**config.mk**
```make
export PLATFORM = sky130hd
export DESIGN_NAME = if_fetch_unit
export DESIGN_NICKNAME = d
export VERILOG_FILES = /design/src/rtl/if_fetch_unit.sv
export SDC_FILE = /design/constraint.sdc
export NUM_CORES = 1
export LEC_CHECK = 0
export ABC_AREA = 0
export BUFFER_PORTS_ARGS = -buffer_cell sky130_fd_sc_hd__buf_2
export CAP_MARGIN = 5
export CORE_ASPECT_RATIO = 1.25
export CORE_MARGIN = 5
export CORE_UTILIZATION = 25
export DETAILED_ROUTE_END_ITERATION = 7
export GPL_TIMING_DRIVEN = 1
export MAX_ROUTING_LAYER = met4
export PLACE_DENSITY_LB_ADDON = 0.08
export SYNTH_ARGS = -nofsm -noshare
export SYNTH_HDL_FRONTEND = slang
export SYNTH_SLANG_ARGS = --single-unit
```
**constraint.sdc**
```tcl
create_clock -name clk -period 2.71 [get_ports clk]
set_input_delay 0.271 -clock clk [delete_from_list [all_inputs] [get_ports clk]]
set_output_delay 0.271 -clock clk [all_outputs]
set_load 0.01 [all_outputs]
```
**src/rtl/if_fetch_unit.sv**
```systemverilog
// IF-stage producer: owns the PC, selects the next fetch address and runs interrupt entry/exit.
// Optional macro FETCH_IRQ_SYNC_EN inserts a 2-flop synchronizer on int_req.
module if_fetch_unit #(
    parameter logic [31:0] RESET_PC   = 32'h0000_3000,
    parameter logic [31:0] INT_VECTOR = 32'h0000_4180
) (
    input  logic        clk,
    input  logic        rst_n,
    input  logic        stall,
    input  logic        br_taken,
    input  logic [31:0] br_target,
    input  logic        jmp,
    input  logic [31:0] jmp_target,
    input  logic        eret,
    input  logic [31:0] epc_in,
    input  logic        int_req,
    input  logic        int_en,
    output logic [31:0] imem_addr,
    input  logic [31:0] imem_rdata,
    output logic [31:0] ifid_pc,
    output logic [31:0] ifid_instr,
    output logic        ifid_we,
    output logic        ifid_flush,
    output logic        epc_we,
    output logic [31:0] epc_out,
    output logic        in_isr
);

    typedef enum logic [0:0] {
        StRun,
        StIsr
    } state_e;

    state_e      state_q, state_d;
    logic [31:0] pc_q, pc_d;
    logic        pend_q, pend_d;
    logic        irq;

    logic        take_int;
    logic        flow_redirect;
    logic [31:0] flow_target;
    logic [31:0] pc_seq;

`ifdef FETCH_IRQ_SYNC_EN
    logic [1:0] irq_sync_q, irq_sync_d;

    assign irq_sync_d = {irq_sync_q[0], int_req};
    assign irq        = irq_sync_q[1];

    always_ff @(posedge clk or negedge rst_n) begin
        if (!rst_n) begin
            irq_sync_q <= 2'b00;
        end else begin
            irq_sync_q <= irq_sync_d;
        end
    end
`else
    assign irq = int_req;
`endif

    assign pc_seq        = pc_q + 32'd4;
    assign take_int      = pend_q & ~stall & (state_q == StRun);
    assign flow_redirect = eret | jmp | br_taken;

    always_comb begin
        if (eret) begin
            flow_target = epc_in;
        end else if (jmp) begin
            flow_target = jmp_target;
        end else if (br_taken) begin
            flow_target = br_target;
        end else begin
            flow_target = pc_seq;
        end
    end

    always_comb begin
        pc_d    = pc_q;
        state_d = state_q;
        pend_d  = pend_q;
        if (!stall) begin
            if (take_int) begin
                pc_d    = INT_VECTOR;
                state_d = StIsr;
                pend_d  = 1'b0;
            end else begin
                pc_d = flow_target;
                if (eret) begin
                    state_d = StRun;
                end
                // Dropping int_en before entry cancels a pending request.
                pend_d = int_en & (pend_q | (irq & (state_q == StRun)));
            end
        end
    end

    always_ff @(posedge clk or negedge rst_n) begin
        if (!rst_n) begin
            pc_q    <= RESET_PC;
            state_q <= StRun;
            pend_q  <= 1'b0;
        end else begin
            pc_q    <= pc_d;
            state_q <= state_d;
            pend_q  <= pend_d;
        end
    end

    assign imem_addr  = pc_q;
    assign ifid_pc    = pc_q;
    assign ifid_instr = imem_rdata;
    assign ifid_we    = ~stall;
    assign ifid_flush = (take_int | flow_redirect) & ~stall;
    assign epc_we     = take_int;
    assign in_isr     = (state_q == StIsr);

    // A redirect coinciding with interrupt entry becomes the return address.
    assign epc_out = (take_int & flow_redirect) ? flow_target : pc_q;

endmodule
```
# [Word-level counts from Yosys, hierarchy flattened]
# Index checks and enable logic that the tools add are counted.
[word_totals] reg_bits=34 wordCells=26
[classes] addsub=1 mux=8 bitwise_logic=12 n_reduce_logical=2
[op_table] cell="two-way mux 32 bit" count=5
[op_table] cell="adder 32 x 3 -> 32 bit, second input constant" count=1
[op_table] cell="bitwise AND 1 bit" count=6
[op_table] cell="OR 1 bit" count=4
[op_table] cell="two-way mux 1 bit" count=3
[op_table] cell="inverter 1 bit" count=2
[op_table] cell="AND reduction 2 bit" count=1
[op_table] cell="nonzero test 2 bit" count=1

# [Depth between registers and ports, before layout]
# Gate-level depths: netlist (run 1).
[logic_depth] ltp_word=5 ltp_mapped=8 mapped_depth_nobuf=7

# [Worst setup path after synthesis (run 1)]
# Ideal clock, no wire load.
[synth_path] kind="register to output" startpoint="register pc_q[2], in the netlist ifid_pc[2]" endpoint="output port epc_out[23]" arrival_ns=2.080 required_time_ns=2.439 path_slack_ns=0.359 path_stages_with_launch=7 n_path_buf=0 cell_sequence="dfrtp_1 -> nand4_2 -> or4_4 -> or3_4 -> o31ai_4 -> nand2b_1 -> o21ai_1"
[synth_via] elab_chain_cells=5
[synth_rtl] item="from (decl)" line="35" rtl="logic [31:0] pc_q, pc_d;"
[synth_rtl] item="from (signal assigned)" line="103" rtl="pc_q <= pc_d;"
[synth_rtl] item="adder 32 x 3 -> 32 bit" line="61" rtl="assign pc_seq = pc_q + 32'd4;"
[synth_rtl] item="two-way mux 32 bit" line="70" rtl="end else if (br_taken) begin"
[synth_rtl] item="two-way mux 32 bit" line="68" rtl="end else if (jmp) begin"
[synth_rtl] item="two-way mux 32 bit" line="66" rtl="if (eret) begin"
[synth_rtl] item="two-way mux 32 bit" line="118" rtl="assign epc_out = (take_int & flow_redirect) ? flow_target : pc_q;"
[synth_rtl] item="to (decl)" line="25" rtl="output logic [31:0] epc_out,"
# No other way between the ends.

# [Final worst setup path (run 1)]
[layout_path] startpoint="register pc_q[12], in the netlist ifid_pc[12]" endpoint="output port epc_out[23]"
# The elaborated chain is that of the path after synthesis.

==> results of run 1 <==
## repair_timing
item	CTS	global route
setup buffers	4	3
gates resized for setup	9	13
pin swaps	2	7
endpoints found under the setup margin	5	9
endpoints found under the hold margin	0	0
## metrics by stage
step	util (%)	setup TNS, ps	setup slack, ps	instance area (um2)
after CTS	32.6	0	22.1	4920
after detailed placement	31.3	0	218	4710
after global routing	33.2	-215	-62.4	5000
after floorplan	-	0	359	3870
after global placement	31.3	0	255	4710
final	33.2	0	48.5	5000
## critical path, delay by kind of cell, from the launching register on
kind | cells | cell delay [ps]
AO/OA/AOI/OAI | 2 | 300
AND/OR/NAND/NOR | 4 | 1080
flip-flops | 1 | 560
buffers and inverters | 1 | 150
## cells in the final DEF, fill, tap and decap left out, types with 4 or more instances in the layout
| master | Yosys | final |
|---|---|---|
| o21ai_0 | 52 | 50 |
| nand4_1 | 8 | 8 |
| mux2i_1 | 10 | 10 |
| nor2_1 | 46 | 44 |
| xor2_1 | 4 | 4 |
| clkbuf_16 | 0 | 5 |
| dfrtp_1 | 32 | 27 |
| nor3_1 | 7 | 4 |
| a2bb2oi_1 | 4 | 4 |
| inv_1 | 10 | 10 |
| nand3_1 | 19 | 18 |
| o211ai_1 | 8 | 8 |
| buf_4 | 64 | 40 |
| and3_1 | 5 | 5 |
| nand2_2 | 2 | 4 |
| o22ai_1 | 17 | 17 |
| o21a_1 | 4 | 4 |
| buf_2 | 0 | 203 |
| nand2b_1 | 4 | 4 |
| o31ai_1 | 6 | 6 |
| nand2_1 | 67 | 65 |
| xnor2_1 | 8 | 8 |
| dfrtp_2 | 0 | 5 |
| a22o_1 | 10 | 10 |
| a21oi_1 | 41 | 41 |
| a21o_1 | 6 | 6 |
| o2bb2ai_1 | 4 | 4 |
## per-layer routing
layer / up-vias / track usage [%] / wire, um
li1: 2149 / - / -
met1: 2130 / 24.2 / 7490
met2: 203 / 34.3 / 9020
met3: 27 / 3.30 / 1240
met4: 0 / 6.00 / 361
met5: - / - / 0
## logic make-up (layout without fill, tap and decap cells)
logic type / Yosys count / in the layout / share of synthesized area (%)
simple gates: 179 / 179 / 21.9
mux: 13 / 13 / 3.46
flops: 34 / 34 / 22.1
buf+inv: 112 / 264 / 19.7
xor+xnor: 12 / 12 / 2.72
fa+ha+maj: 2 / 2 / 0.647
compound gates: 178 / 178 / 29.5
## layout make-up
class                   instances  area, um2
fillers                      1677      10100
clock inverters                 1       5.00
multi-input cells             384       2330
clock buffers                   7        143
well taps                     208        260
flip-flops and latches         34        860
repair buffers                245       1360
inverters                      11       41.3
## path summary, 6_finish.rpt
path / from / endpoint / slack (ps) / depth (start not counted)
setup / recovery: ifid_pc[12] / epc_out[23] / 50 / 7
hold / removal: rst_n / ifid_pc[0] / 120 / 1
setup reg to reg: ifid_pc[3] / ifid_pc[30] / 390 / 8
hold reg to reg: pend_q / pend_q / 500 / 1
max in group asynchronous: rst_n / ifid_pc[15] / 1970 / 1
min in group clk: int_req / pend_q / 240 / 3
## registers in the layout, indices dropped and copies added, names as in the netlist
name     flops
ifid_pc     32
in_isr       1
pend_q       1
## power by group through the flow
| stage | Combinational [mW] | Sequential (mW) | Clock (mW) |
|---|---|---|---|
| 2_1_floorplan | 0.769 | 0.771 | 0 |
| 3_3_place_gp | 1.20 | 0.769 | 0 |
| 3_5_place_dp | 1.20 | 0.774 | 0 |
| 4_1_cts | 1.23 | 0.763 | 0.620 |
| 5_1_grt | 1.34 | 0.788 | 0.640 |
| 6_report | 1.22 | 0.765 | 0.606 |
==> impl_metrics.tcl, run 1 <==
set metrics [dict create \
    syn_nets 668 \
    io_buffers 203 \
    insertion_delay_ps 290 \
    antenna_found_initial 0 \
    p_int_mw 1.49 \
    pin_count 268 \
    htreeDepth 2 \
    synth_top_area_share_pct 20.7 \
    core_area_um2 15100 \
    drive_gt1_share_pct 42.5 \
    overflow 0 \
    synthArstFlopShare_pct 100 \
    vias_per_cell 5.07 \
    critPathMaxFanout 3 \
    synth_cell_types 62 \
    switching_share_pct 42.6 \
    grt_first_pass_wirelength_um 27100 \
    combinationalPowerShare_pct 47.1 \
    initial_core_util_pct 25.7 \
    ir_worst_vdd_mv 0.213 \
    path_cells "nand2_2 > or4_4 > or3_4 > o31ai_4 > nand2b_1 > o21ai_2 > buf_2" \
    grt_pass1_vias 4554 \
    finalHoldViolCount 0 \
    rsz0062_at_grt "true" \
    nets 819 \
    whs_ps 117 \
    post-route-period-util_pct 98.2 \
    leakagePower_nw 2.41 \
    tritoncts "yes" \
    drt_first_pass_iters 4 \
    netlist_area_um2 3870 \
    die_w_um 121 \
    hold_path_class "in -> async" \
    slowest_stage "dfstp_2" \
    yosysMostFrequentCell "nand2_1" \
    post-route-drc-count 0 \
    critPathKind "reg -> out" \
    place_congestion 0.910 \
    placedCellCount 875 \
    wl_um 18100 \
    fin_crit_ps 2660 \
    ctsHoldBuffers 0 \
    synth_edf_count 0 \
    fin_worst_skew_ps 6.66 \
    cp_data_arrival_time_ps 2390 \
    ys_warn_count 0 \
    via_count 4509 \
    pwr_density_cell_nw_per_um2 519 \
    tightest_slew_ps 910 \
    critPathRequiredTime_ps 2440 \
    rows 50 \
    stdcell_count 890 \
    diodes 0 \
    cts_root_buf "clkbuf_16" \
    drt_iter0_drc 240 \
    dieArea_um2 18100 \
    grt_max_degree 35 \
    status "finished, final reports clean" \
    syn_area_per_cell_um2 7.30 \
    cts_sinks 34 \
    start_kind "flip-flop" \
    setup_viol 0 \
    sequentialPowerShare_pct 29.5 \
    ys_seq_area_share_pct 22.1 \
    wire_per_inst_um 20.3 \
    dp_hpwl_um 13900 \
    total_power_mw 2.59 \
    crit_path_max_incr_delay_ps 560 \
    synth_top_cell_by_area "dfrtp_1" \
    syn_inst 530 \
    clk_path_buf_depth 2 \
    synth.area.top_cells "dfrtp_1 21%, buf_4 12%, o21ai_0 6.7%" \
    ant_nets 0 \
    areaGrowthSynthToFinish_pct 29.2 \
    die-height_um 149 \
    netSwitchingPower_mw 1.10 \
    maxCapViolCount 0 \
    slew_headroom_pct 39.4 \
    slew_viol_final 0 \
    ys.flop_type "dfrtp_1" \
    power_frac_clock_pct 23.4 \
    numCtsBuffers 5 \
    path_clk_slew_ps 60 \
    max_freq_mhz 376 \
    end_kind "primary output" \
    grt_usage_pct 20.1 \
    synth.ff_latch_count 34 \
    ys_top_cells_by_count "67 x nand2_1, 64 x buf_4, 52 x o21ai_0" \
]
(Power assumes the default switching activity.)
==> run 2, diff against run 1 <==
--- a/config.mk
+++ b/config.mk
@@ -10,7 +10,7 @@
 export CAP_MARGIN = 5
 export CORE_ASPECT_RATIO = 1.25
 export CORE_MARGIN = 5
-export CORE_UTILIZATION = 25
+export CORE_UTILIZATION = 30
 export DETAILED_ROUTE_END_ITERATION = 7
 export GPL_TIMING_DRIVEN = 1
 export MAX_ROUTING_LAYER = met4
==> impl_metrics.tcl, run 2 (synthesized netlist as in run 1, its figures left out) <==
set metrics [dict create \
    fin_crit_ps 2650 \
    wire_per_inst_um 20.4 \
    leakagePower_nw 2.36 \
    tritoncts "yes" \
    clk_path_buf_depth 2 \
    setup_viol 0 \
    placedCellCount 835 \
    start_kind "flip-flop" \
    detailedPlace.worstSlack_ps 206 \
    numCtsBuffers 5 \
    die_w_um 112 \
    cts_sinks 34 \
    tightest_slew_ps 875 \
    grt_max_degree 35 \
    io_buffers 203 \
    grt_pass1_vias 4503 \
    dieArea_um2 15300 \
    drt_iter0_drc 233 \
    grt_usage_pct 22.6 \
    insertion_delay_ps 280 \
    dp_hpwl_um 13500 \
    cts_root_buf "clkbuf_16" \
    post-route-period-util_pct 97.9 \
    ctsHoldBuffers 0 \
    setup_ws_ps 55.7 \
    core_area_um2 12700 \
    grt_first_pass_wirelength_um 26300 \
    final_common_cell "buf_2" \
    end_kind "primary output" \
    maxCapViolCount 0 \
    crit_path_max_incr_delay_ps 570 \
    drive_gt1_share_pct 42.3 \
    status "finished, final reports clean" \
    final-seq-area_um2 863 \
    dpl_cell_area_um2 4640 \
    pin_count 268 \
    fill_cells 1407 \
    overflow 0 \
    nets 817 \
    hold_path_class "in -> async" \
    ant_nets 0 \
    initial_core_util_pct 30.5 \
    r2r_start "ifid_pc[3]" \
    slew_headroom_pct 41.7 \
    vias_per_cell 5.29 \
    critPathKind "reg -> out" \
    critPathRequiredTime_ps 2440 \
    post-route-drc-count 0 \
    path_cells "nand2_1 > or4_4 > or3_4 > o31ai_4 > nand2b_1 > o21ai_2 > buf_2" \
    setup-tns-final_ps 0 \
    ir_worst_vdd_mv 0.230 \
    layout_common_cells "203 x buf_2, 66 x nand2_1, 50 x o21ai_0, 44 x nor2_1, 40 x a21oi_1" \
    areaGrowthSynthToFinish_pct 26.6 \
    htreeDepth 2 \
    place_congestion 0.914 \
    rsz0062_at_grt "true" \
    pwr_density_cell_nw_per_um2 517 \
    largest_reg_flops 32 \
    antenna_found_initial 1 \
    via_count 4484 \
    path_clk_slew_ps 60 \
    critPathLaunch "ifid_pc[12]" \
    critPathMaxFanout 4 \
    slowest_stage "dfstp_2" \
    multi_input_area_um2 2330 \
    rows 46 \
    die-height_um 137 \
    fin_worst_skew_ps 3.83 \
    stdcell_count 848 \
    cp_data_arrival_time_ps 2380 \
    drt_first_pass_iters 6 \
    finalHoldViolCount 0 \
    wl_um 17300 \
    max_freq_mhz 377 \
    rrSetupSlack_ps 380 \
    slew_viol_final 0 \
    design_area_um2 4900 \
]
==> run 2: cell count changes in the layout (fill, tap and decap cells not counted), moves of 2 or more <==
| cell | before | now |
|---|---|---|
| dfrtp_1 | 27 | 24 |
| dfrtp_2 | 5 | 8 |
| nor3_1 | 4 | 6 |
| buf_12 | 2 | 0 |
==> run 2: worst max-delay path, delay by kind of cell (launching register included) <==
family	cells	cell delay, ps
AND/OR/NAND/NOR	4	1080
flip-flops	1	570
AO/OA/AOI/OAI	2	310
buffers and inverters	1	140
==> run 2: cell type report <==
cell class	instances	area share, %
inverters	11	0.843
well taps	168	4.29
diodes	1	0.0511
multi-input cells	384	47.5
clock buffers	7	2.71
flip-flops and latches	34	17.6
repair buffers	243	27.0
==> run 2: routing by layer <==
metal  share of wire (%)  up-vias  track usage [%]
met2                  50      179             39.1
met1                  41     2130             26.5
met4                 2.1        0             6.90
met5                   0        -                -
li1                    -     2140                -
met3                 6.1       35             4.47
==> run 2: per-stage QoR <==
stage                     utilization [%]  power (mW)  hold WS (ps)
after floorplan                         -        1.54         -24.6
after global placement               36.6        1.96           445
after detailed placement             36.6        1.96           439
after CTS                            38.2        2.55           136
after global routing                 38.7        2.70           181
final                                38.7        2.53           112
==> run 2: final timing paths <==
| check | to | cells past startpoint |
|---|---|---|
| setup / recovery | epc_out[23] | 7 |
| hold / removal | ifid_pc[1] | 1 |
| setup reg to reg | ifid_pc[30] | 7 |
| hold reg to reg | pend_q | 1 |
| max in group asynchronous | ifid_pc[10] | 1 |
| min in group clk | pend_q | 3 |
==> run 2: report_power, final <==
group	total (mW)	leakage [nW]	internal (mW)	switching [mW]
logic	1.22	1.89	0.520	0.699
clock network	0.554	0.0640	0.336	0.218
registers	0.759	0.406	0.604	0.155
==> run 2: what timing repair did <==
item / in CTS / in global routing
pin swaps: 1 / 3
endpoints found under the setup margin: 6 / 8
buffers inserted: 4 / 1
gates resized for setup: 12 / 12
